`src/rtl/riscv_defines.sv`:
```
// riscv_defines: shared privilege-level and interrupt-controller FSM types.
`default_nettype none

package riscv_defines;

  typedef enum logic [1:0] {
    PRIV_LVL_U = 2'b00,
    PRIV_LVL_S = 2'b01,
    PRIV_LVL_H = 2'b10,
    PRIV_LVL_M = 2'b11
  } PrivLvl_t;

  typedef enum logic [1:0] {
    IRQ_IDLE    = 2'd0,
    IRQ_PENDING = 2'd1,
    IRQ_DONE    = 2'd2
  } irq_ctrl_state_e;

endpackage

`default_nettype wire

```
`src/rtl/riscv_irq_prio_enc.sv`:
```
// riscv_irq_prio_enc: highest-index-wins priority encoder.
`default_nettype none

module riscv_irq_prio_enc #(
  parameter int NUM_IRQ = 32,
  localparam int ID_W = $clog2(NUM_IRQ)
) (
  input  logic [NUM_IRQ-1:0] vec_i,
  output logic               valid_o,
  output logic [ID_W-1:0]    idx_o
);

  always_comb begin
    valid_o = |vec_i;
    idx_o   = '0;
    // Ascending scan: the last set bit seen is the highest index.
    for (int i = 0; i < NUM_IRQ; i++) begin
      if (vec_i[i]) idx_o = ID_W'(i);
    end
  end

endmodule

`default_nettype wire

```
`src/rtl/riscv_irq_prio_ctrl.sv`:
```
// riscv_irq_prio_ctrl: samples interrupt lines, picks a winner and hands it to the controller.
`default_nettype none

module riscv_irq_prio_ctrl
  import riscv_defines::*;
#(
  parameter int NUM_IRQ     = 32,
  parameter bit PULP_SECURE = 1'b0,
  localparam int ID_W = $clog2(NUM_IRQ)
) (
  input  logic               clk,
  input  logic               rst_n,
  input  logic [NUM_IRQ-1:0] irq_i,
  input  logic [NUM_IRQ-1:0] irq_en_i,
  input  logic [NUM_IRQ-1:0] irq_sec_i,
  input  logic               m_ie_i,
  input  logic               u_ie_i,
  input  PrivLvl_t           priv_lvl_i,
  input  logic               ctrl_ack_i,
  input  logic               ctrl_kill_i,
  output logic               irq_req_ctrl_o,
  output logic [ID_W-1:0]    irq_id_ctrl_o,
  output logic               irq_sec_ctrl_o,
  output logic [NUM_IRQ-1:0] irq_pending_o
);

  irq_ctrl_state_e    state_q, state_d;
  logic [NUM_IRQ-1:0] pending_q;
  logic [ID_W-1:0]    id_q, id_d;
  logic               sec_q, sec_d;

  logic [NUM_IRQ-1:0] cand;
  logic               win_valid;
  logic [ID_W-1:0]    win_idx;
  logic               win_sec;
  logic               gate;

  assign cand = pending_q & irq_en_i;

  riscv_irq_prio_enc #(
    .NUM_IRQ (NUM_IRQ)
  ) u_prio_enc (
    .vec_i   (cand),
    .valid_o (win_valid),
    .idx_o   (win_idx)
  );

  assign win_sec = irq_sec_i[win_idx];

  always_comb begin
    gate = m_ie_i;
    if (PULP_SECURE) begin
      // Secure lines may interrupt U mode even when U-mode interrupts are globally off.
      gate = ((u_ie_i | win_sec) & (priv_lvl_i == PRIV_LVL_U))
           | (m_ie_i & (priv_lvl_i == PRIV_LVL_M));
    end
  end

  always_comb begin
    state_d = state_q;
    id_d    = id_q;
    sec_d   = sec_q;
    unique case (state_q)
      IRQ_IDLE: begin
        if (win_valid && gate) begin
          id_d    = win_idx;
          sec_d   = win_sec;
          state_d = IRQ_PENDING;
        end
      end
      IRQ_PENDING: begin
        if (ctrl_ack_i) begin
          sec_d   = 1'b0;
          state_d = IRQ_DONE;
        end else if (ctrl_kill_i) begin
          state_d = IRQ_IDLE;
        end
      end
      IRQ_DONE: begin
        sec_d   = 1'b0;
        state_d = IRQ_IDLE;
      end
      default: begin
        state_d = IRQ_IDLE;
      end
    endcase
  end

  always_ff @(posedge clk or negedge rst_n) begin
    if (!rst_n) begin
      state_q   <= IRQ_IDLE;
      pending_q <= '0;
      id_q      <= '0;
      sec_q     <= 1'b0;
    end else begin
      state_q   <= state_d;
      pending_q <= irq_i;
      id_q      <= id_d;
      sec_q     <= sec_d;
    end
  end

  assign irq_req_ctrl_o = (state_q == IRQ_PENDING);
  assign irq_id_ctrl_o  = id_q;
  assign irq_sec_ctrl_o = sec_q;
  assign irq_pending_o  = pending_q;

endmodule

`default_nettype wire

```
`config.mk`:
```
export PLATFORM = sky130hd
export DESIGN_NAME = riscv_irq_prio_ctrl
export DESIGN_NICKNAME = d
export VERILOG_FILES = /design/src/rtl/riscv_defines.sv /design/src/rtl/riscv_irq_prio_enc.sv /design/src/rtl/riscv_irq_prio_ctrl.sv
export SDC_FILE = /design/constraint.sdc
export NUM_CORES = 1
export LEC_CHECK = 0
export BUFFER_PORTS_ARGS = -buffer_cell sky130_fd_sc_hd__buf_4
export CAP_MARGIN = 20
export CORE_MARGIN = 4
export CORE_UTILIZATION = 41
export CTS_CLUSTER_SIZE = 28
export DETAILED_ROUTE_END_ITERATION = 8
export GPL_ROUTABILITY_DRIVEN = 1
export GPL_TIMING_DRIVEN = 0
export PLACE_DENSITY = 0.83
export SLEW_MARGIN = 0
export SYNTH_ARGS = -nofsm -noshare
export SYNTH_HDL_FRONTEND = slang
export SYNTH_HIERARCHICAL = 1
export SYNTH_SLANG_ARGS = --single-unit
```
`constraint.sdc`:
```
create_clock -name clk -period 3.8 [get_ports clk]
set_clock_uncertainty 0.05 [all_clocks]
set_input_delay 0.19 -clock clk [delete_from_list [all_inputs] [get_ports clk]]
set_output_delay 0.19 -clock clk [all_outputs]
set_load 0.05 [all_outputs]
```
Yosys cells after proc, flatten, opt, wreduce, memory -nomap -nowiden

Index checks and enable logic that the tools add are counted.

Bits of input ports: 104
Output and inout port bits: 39
Register bits: 40

Equality and inequality tests: 5
Mux-type cells: 40
Reductions and logical operators: 7
Order comparisons: 1
Bitwise logic cells: 1

Operators with widths:

| kind                                                                          | number |
|---|---|
| 5-bit 2-to-1 mux                                                              | 16 |
| 32-bit bitwise AND                                                            | 1 |
| 4-bit 2-to-1 mux                                                              | 8 |
| 32-bit OR reduction                                                           | 1 |
| 3-bit 2-to-1 mux                                                              | 4 |
| 2-bit 2-to-1 mux                                                              | 5 |
| 5-bit by 6-bit less-than comparator with 1-bit output (second input constant) | 1 |
| 1-bit binary-select mux with 5-bit select                                     | 1 |
| 1-bit 2-to-1 mux                                                              | 4 |
| 2-bit != test (second input constant)                                         | 2 |
| 2-bit one-hot mux with 2 select lines                                         | 1 |
| 2-bit AND reduction                                                           | 2 |
| 3-bit != test (second input constant)                                         | 1 |
| 1-bit one-hot mux with 3 select lines                                         | 1 |
| 3-bit AND reduction                                                           | 1 |
| 3-bit nonzero test                                                            | 1 |
| 2-bit by 1-bit == test with 1-bit output (second input constant)              | 1 |
| 2-bit == test (second input constant)                                         | 1 |
| 2-bit zero test                                                               | 1 |
| 1-bit logical AND                                                             | 1 |

Longest topological paths before layout

Word-level depth: 36
Gate-level depth with buffers: 11
Gate-level depth less buffers: 10

Hierarchy

The synthesis kept the hierarchy.

Modules (own cells, without submodules):

| module              | times used | cells an instance | area each (sq um) | seq. area each (sq um) |
|---|---|---|---|---|
| riscv_irq_prio_ctrl | 1          | 117               | 1,670.4           | 1,001.0 |
| riscv_irq_prio_enc  | 1          | 62                | 366.6             | 0.0 |

Worst setup path before layout

Ideal clock, no wire load.

Path kind: reg2reg
From: register pending_q[12] (netlist: irq_pending_o[12])
To: register sec_q (netlist: irq_sec_ctrl_o)
Slack: 0.654 ns
Arrival time: 2.975 ns
Period minus slack after synthesis: 3.146 ns
Stages on the path, launching flop included: 12
Path buffers: 1
Path through: dfrtp_1 and2_1 or3_1 a221o_1 a21oi_1 o221ai_1 a21oi_1 buf_6 mux4_2 o22ai_1 o221ai_1 a32o_2

Word-level cells in the longest chain between the ends: 25

Ends and longest elaborated chain:

| item                                      | line                      | text |
|---|---|---|
| from (decl)                               | riscv_irq_prio_ctrl.sv:28 | `logic [NUM_IRQ-1:0] pending_q;` |
| from (signal assigned)                    | riscv_irq_prio_ctrl.sv:97 | `pending_q <= irq_i;` |
| 32-bit bitwise AND                        | riscv_irq_prio_ctrl.sv:38 | `assign cand = pending_q & irq_en_i;` |
| via cand[12]                              | riscv_irq_prio_ctrl.sv:32 | `logic [NUM_IRQ-1:0] cand;` |
| 4-bit 2-to-1 mux (4 in series)            | riscv_irq_prio_enc.sv:18  | `if (vec_i[i]) idx_o = ID_W'(i);` |
| 5-bit 2-to-1 mux (16 in series)           | riscv_irq_prio_enc.sv:18  |  |
| via win_idx[0]                            | riscv_irq_prio_ctrl.sv:34 | `logic [ID_W-1:0] win_idx;` |
| 1-bit binary-select mux with 5-bit select | riscv_irq_prio_ctrl.sv:48 | `assign win_sec = irq_sec_i[win_idx];` |
| 1-bit 2-to-1 mux (not written as such)    | riscv_irq_prio_ctrl.sv:48 |  |
| 1-bit 2-to-1 mux                          | riscv_irq_prio_ctrl.sv:65 | `if (win_valid && gate) begin` |
| 1-bit one-hot mux with 3 select lines     | riscv_irq_prio_ctrl.sv:63 | `unique case (state_q)` |
| to (signal assigned)                      | riscv_irq_prio_ctrl.sv:94 | `sec_q <= 1'b0;` |
| to (signal assigned)                      | riscv_irq_prio_ctrl.sv:99 | `sec_q <= sec_d;` |
| to (decl)                                 | riscv_irq_prio_ctrl.sv:30 | `logic sec_q, sec_d;` |

The timed path passes the listed nets, and every way through them passes these cells. The select of a mux whose other input is x is not followed.
A chain may end at the register's enable or synchronous reset.

Worst setup path after layout

From: register pending_q[16] (netlist: irq_pending_o[16])
To: register sec_q (netlist: irq_sec_ctrl_o)

Word-level cells in the longest chain between the ends: 21

Ends and longest elaborated chain:

| item                                      | line |
|---|---|
| 32-bit bitwise AND                        | riscv_irq_prio_ctrl.sv:38 |
| via cand[16]                              | riscv_irq_prio_ctrl.sv:32 |
| 5-bit 2-to-1 mux (16 in series)           | riscv_irq_prio_enc.sv:18 |
| via win_idx[0]                            | riscv_irq_prio_ctrl.sv:34 |
| 1-bit binary-select mux with 5-bit select | riscv_irq_prio_ctrl.sv:48 |
| 1-bit 2-to-1 mux (not written as such)    | riscv_irq_prio_ctrl.sv:48 |
| 1-bit 2-to-1 mux                          | riscv_irq_prio_ctrl.sv:65 |
| 1-bit one-hot mux with 3 select lines     | riscv_irq_prio_ctrl.sv:63 |

The timed path passes the listed nets, and every way through them passes these cells. The select of a mux whose other input is x is not followed.

==> out/qor.csv <==
metric,value,unit
outcome,"finished, final reports clean",
seq_area_frac_synth,49.1,%
drt_iter0_markers,38,
reg2reg_to,irq_sec_ctrl_o$_DFFE_PN0P_,
cp.arrival,3290,ps
synth_top_area_share,49.1,%
row_count,25,
min_to,state_q[0]$_DFFE_PN0P_,
p_int,905,uW
crit_fanout,9,
worstHoldPathCells,3,
period_minus_slack,3170,ps
clockBufferDepth,2,
rrSetupSlack,630,ps
synth_edf_count,0,
synth_area_leader_cell,dfrtp_1,
hpwl,4940,um
synth_area_leaders,"dfrtp_1, and2_1, mux4_2, mux2i_1, mux2_1",
hold_class,in2reg,
chipWidth,78.5,um
grt_pass1_vias,2282,
root_buffer,clkbuf_8,
final_common_cell,buf_4,
grt_pass1_wl,10800,um
max_slew_margin,66.9,%
nets,465,
power_leakage,0.00172,uW
crit_path_end_kind,flip-flop,
yosysUniqueCellTypes,42,
synthToLayoutAreaGrowth,76.3,%
hold_start,ctrl_ack_i,
finalHoldViolCount,0,
grt_setup_unrepaired,false,
syn_area_per_cell,11.4,um^2
fill_cells,357,
max_clock_freq,316,MHz
cts_tree,done,
reg2reg_depth,11,
grt_max_degree,41,
htree_levels,2,
setup_viol,0,
coreArea,4750,um^2
clkLatencyLatePin,280,ps
diodes,0,
switching_share,35.4,%
antenna_found_initial,0,
wl,6790,um
initial_utilization,42.8,%
dr_total_vias,2092,
dpl_cell_area,3160,um^2
drcViolationCount,0,
ant_nets,0,
die_height,78.5,um
portBuffers,139,
via_per_inst,4.92,
p_sw,496,uW
syn_inst,179,
p_per_area,390,nW/um^2
firstDrtPassIters,4,
drv_slew,0,
wl_per_cell,16.0,um
io_pins,143,
place_congestion,0.782,
dieArea,6160,um^2
fin_crit_sh,83.4,%
irDropWorstVdd,0.000292,V
stdcell_area,3590,um^2
drive_above_1_share,45.3,%
grt_use_total,22.7,%
r2r_start,irq_pending_o[16]$_DFF_PN0_,
final_cell_mix,"buf_4, dfrtp_1, dlygate4sd3_1",
synth-seq-cells,40,
synth-main-ff-cell,dfrtp_1,
clock_sinks,40,
crit_required,3920,ps
clk_transition_reported_paths,70,ps
crit_path_start,irq_pending_o[16]$_DFF_PN0_,
syn_area,2040,um^2
worstMarginPinSlew,497,ps
synthesis.nets,286,
yosysWarnings,6,
grt-ovfl-total,0,
combPwrFrac,42.9,%
pwr-share-clk,21.1,%
async_flop_share,100,%
critical_path_class,reg2reg,
maxCapViolations,0,
startpoint_type,flip-flop,
numCtsBuffers,5,
final.setup.tns,0,ps
seq_power_share,36.0,%
[what timing repair did]
item,4_1_cts,5_1_grt
setup buffers,0,0
endpoints found under the hold margin,72,0
gates resized for setup,0,0
hold buffers,33,0
[worst max-delay path, cell delays in order (launching register included)]
cell	delay (ps)
dfrtp_1	400
and2_1	210
or3_1	310
a221o_1	260
a21oi_1	140
o221ai_1	170
a21oi_1	220
buf_6	190
mux4_2	500
mux2i_1	180
o221ai_1	150
a32o_2	270
[cell families (layout without fill, tap and decap cells)]
| kind of cell | after synthesis | count (layout) | share of synthesized area, % |
|---|---|---|---|
| and+or+nand+nor | 74 | 74 | 21.9 |
| DFF | 40 | 40 | 49.1 |
| buffers and inverters | 12 | 191 | 2.95 |
| muxes | 19 | 19 | 13.5 |
| adders and majority gates | 3 | 3 | 1.84 |
| AOI/OAI and AO/OA | 31 | 31 | 10.7 |
[sequential cells by signal, indices dropped and copies added (netlist names)]
name and count:
state_q 2, irq_sec_ctrl_o 1, irq_pending_o 32, irq_id_ctrl_o 5
[through the flow]
| step | setup WS (ps) | cells | total power, uW | utilization (%) | hold WS, ps |
|---|---|---|---|---|---|
| 4_1_cts | 626 | 425 | 1410 | 75.5 | 201 |
| 6_report | 631 | 425 | 1400 | 75.5 | 209 |
| 3_3_place_gp | 619 | 385 | 1070 | 66.6 | 135 |
| 2_1_floorplan | 654 | 179 | 878 | - | -156 |
| 5_1_grt | 404 | 425 | 1480 | 75.5 | 226 |
| 3_5_place_dp | 641 | 385 | 1090 | 66.6 | 140 |
[power by group through the flow]
| stage | Clock [uW] | Sequential, uW | Combinational [uW] |
|---|---|---|---|
| floorplan | 0 | 651 | 227 |
| global placement | 0 | 509 | 563 |
| detailed placement | 0 | 512 | 573 |
| CTS | 306 | 504 | 603 |
| global route | 327 | 509 | 644 |
| finish | 296 | 505 | 601 |
[routing by layer]
metal	wire, um	vias to the layer above	track usage, %
met1	2260	979	22.6
li1	-	1004	-
met2	3760	99	42.9
met5	0	-	0
met3	674	10	9.29
met4	99	0	6.82
[worst max path at each step]
stage	endpoint	slack [ps]	depth (start not counted)
4_1_cts	irq_sec_ctrl_o$_DFFE_PN0P_	630	11
3_3_place_gp	irq_sec_ctrl_o$_DFFE_PN0P_	620	11
3_5_place_dp	irq_sec_ctrl_o$_DFFE_PN0P_	640	11
5_1_grt	irq_sec_ctrl_o$_DFFE_PN0P_	400	11
2_1_floorplan	irq_sec_ctrl_o$_DFFE_PN0P_	650	11
6_report	irq_sec_ctrl_o$_DFFE_PN0P_	630	11
[cell usage after synthesis (2+ instances only)]
master and instances:
and2_1 32, mux2_1 5, buf_6 2, nor3_1 5
ha_1 3, dfrtp_1 40, or4_1 3, o21ai_0 4
mux2i_1 6, a221o_1 2, inv_1 9, o221ai_1 2
nor4_1 3, o21ai_1 3, mux2_2 2, o22ai_1 2
nand2_1 4, nor2_1 15, a21boi_1 2, a21oi_1 6
nand3_1 2, nor4_2 2, mux4_2 6
[final cells by class]
| cell class | instances | area [um^2] | share of cell area [%] |
|---|---|---|---|
| tap | 67 | 83.8 | 2.33 |
| clock buffer | 7 | 96.3 | 2.68 |
| buffer | 3 | 26.3 | 0.732 |
| timing repair buffer | 172 | 1370 | 38.3 |
| sequential | 40 | 1000 | 27.9 |
| inverter | 9 | 33.8 | 0.941 |
| multi-input combinational | 127 | 976 | 27.2 |
Power figures use the tool's default switching activity.
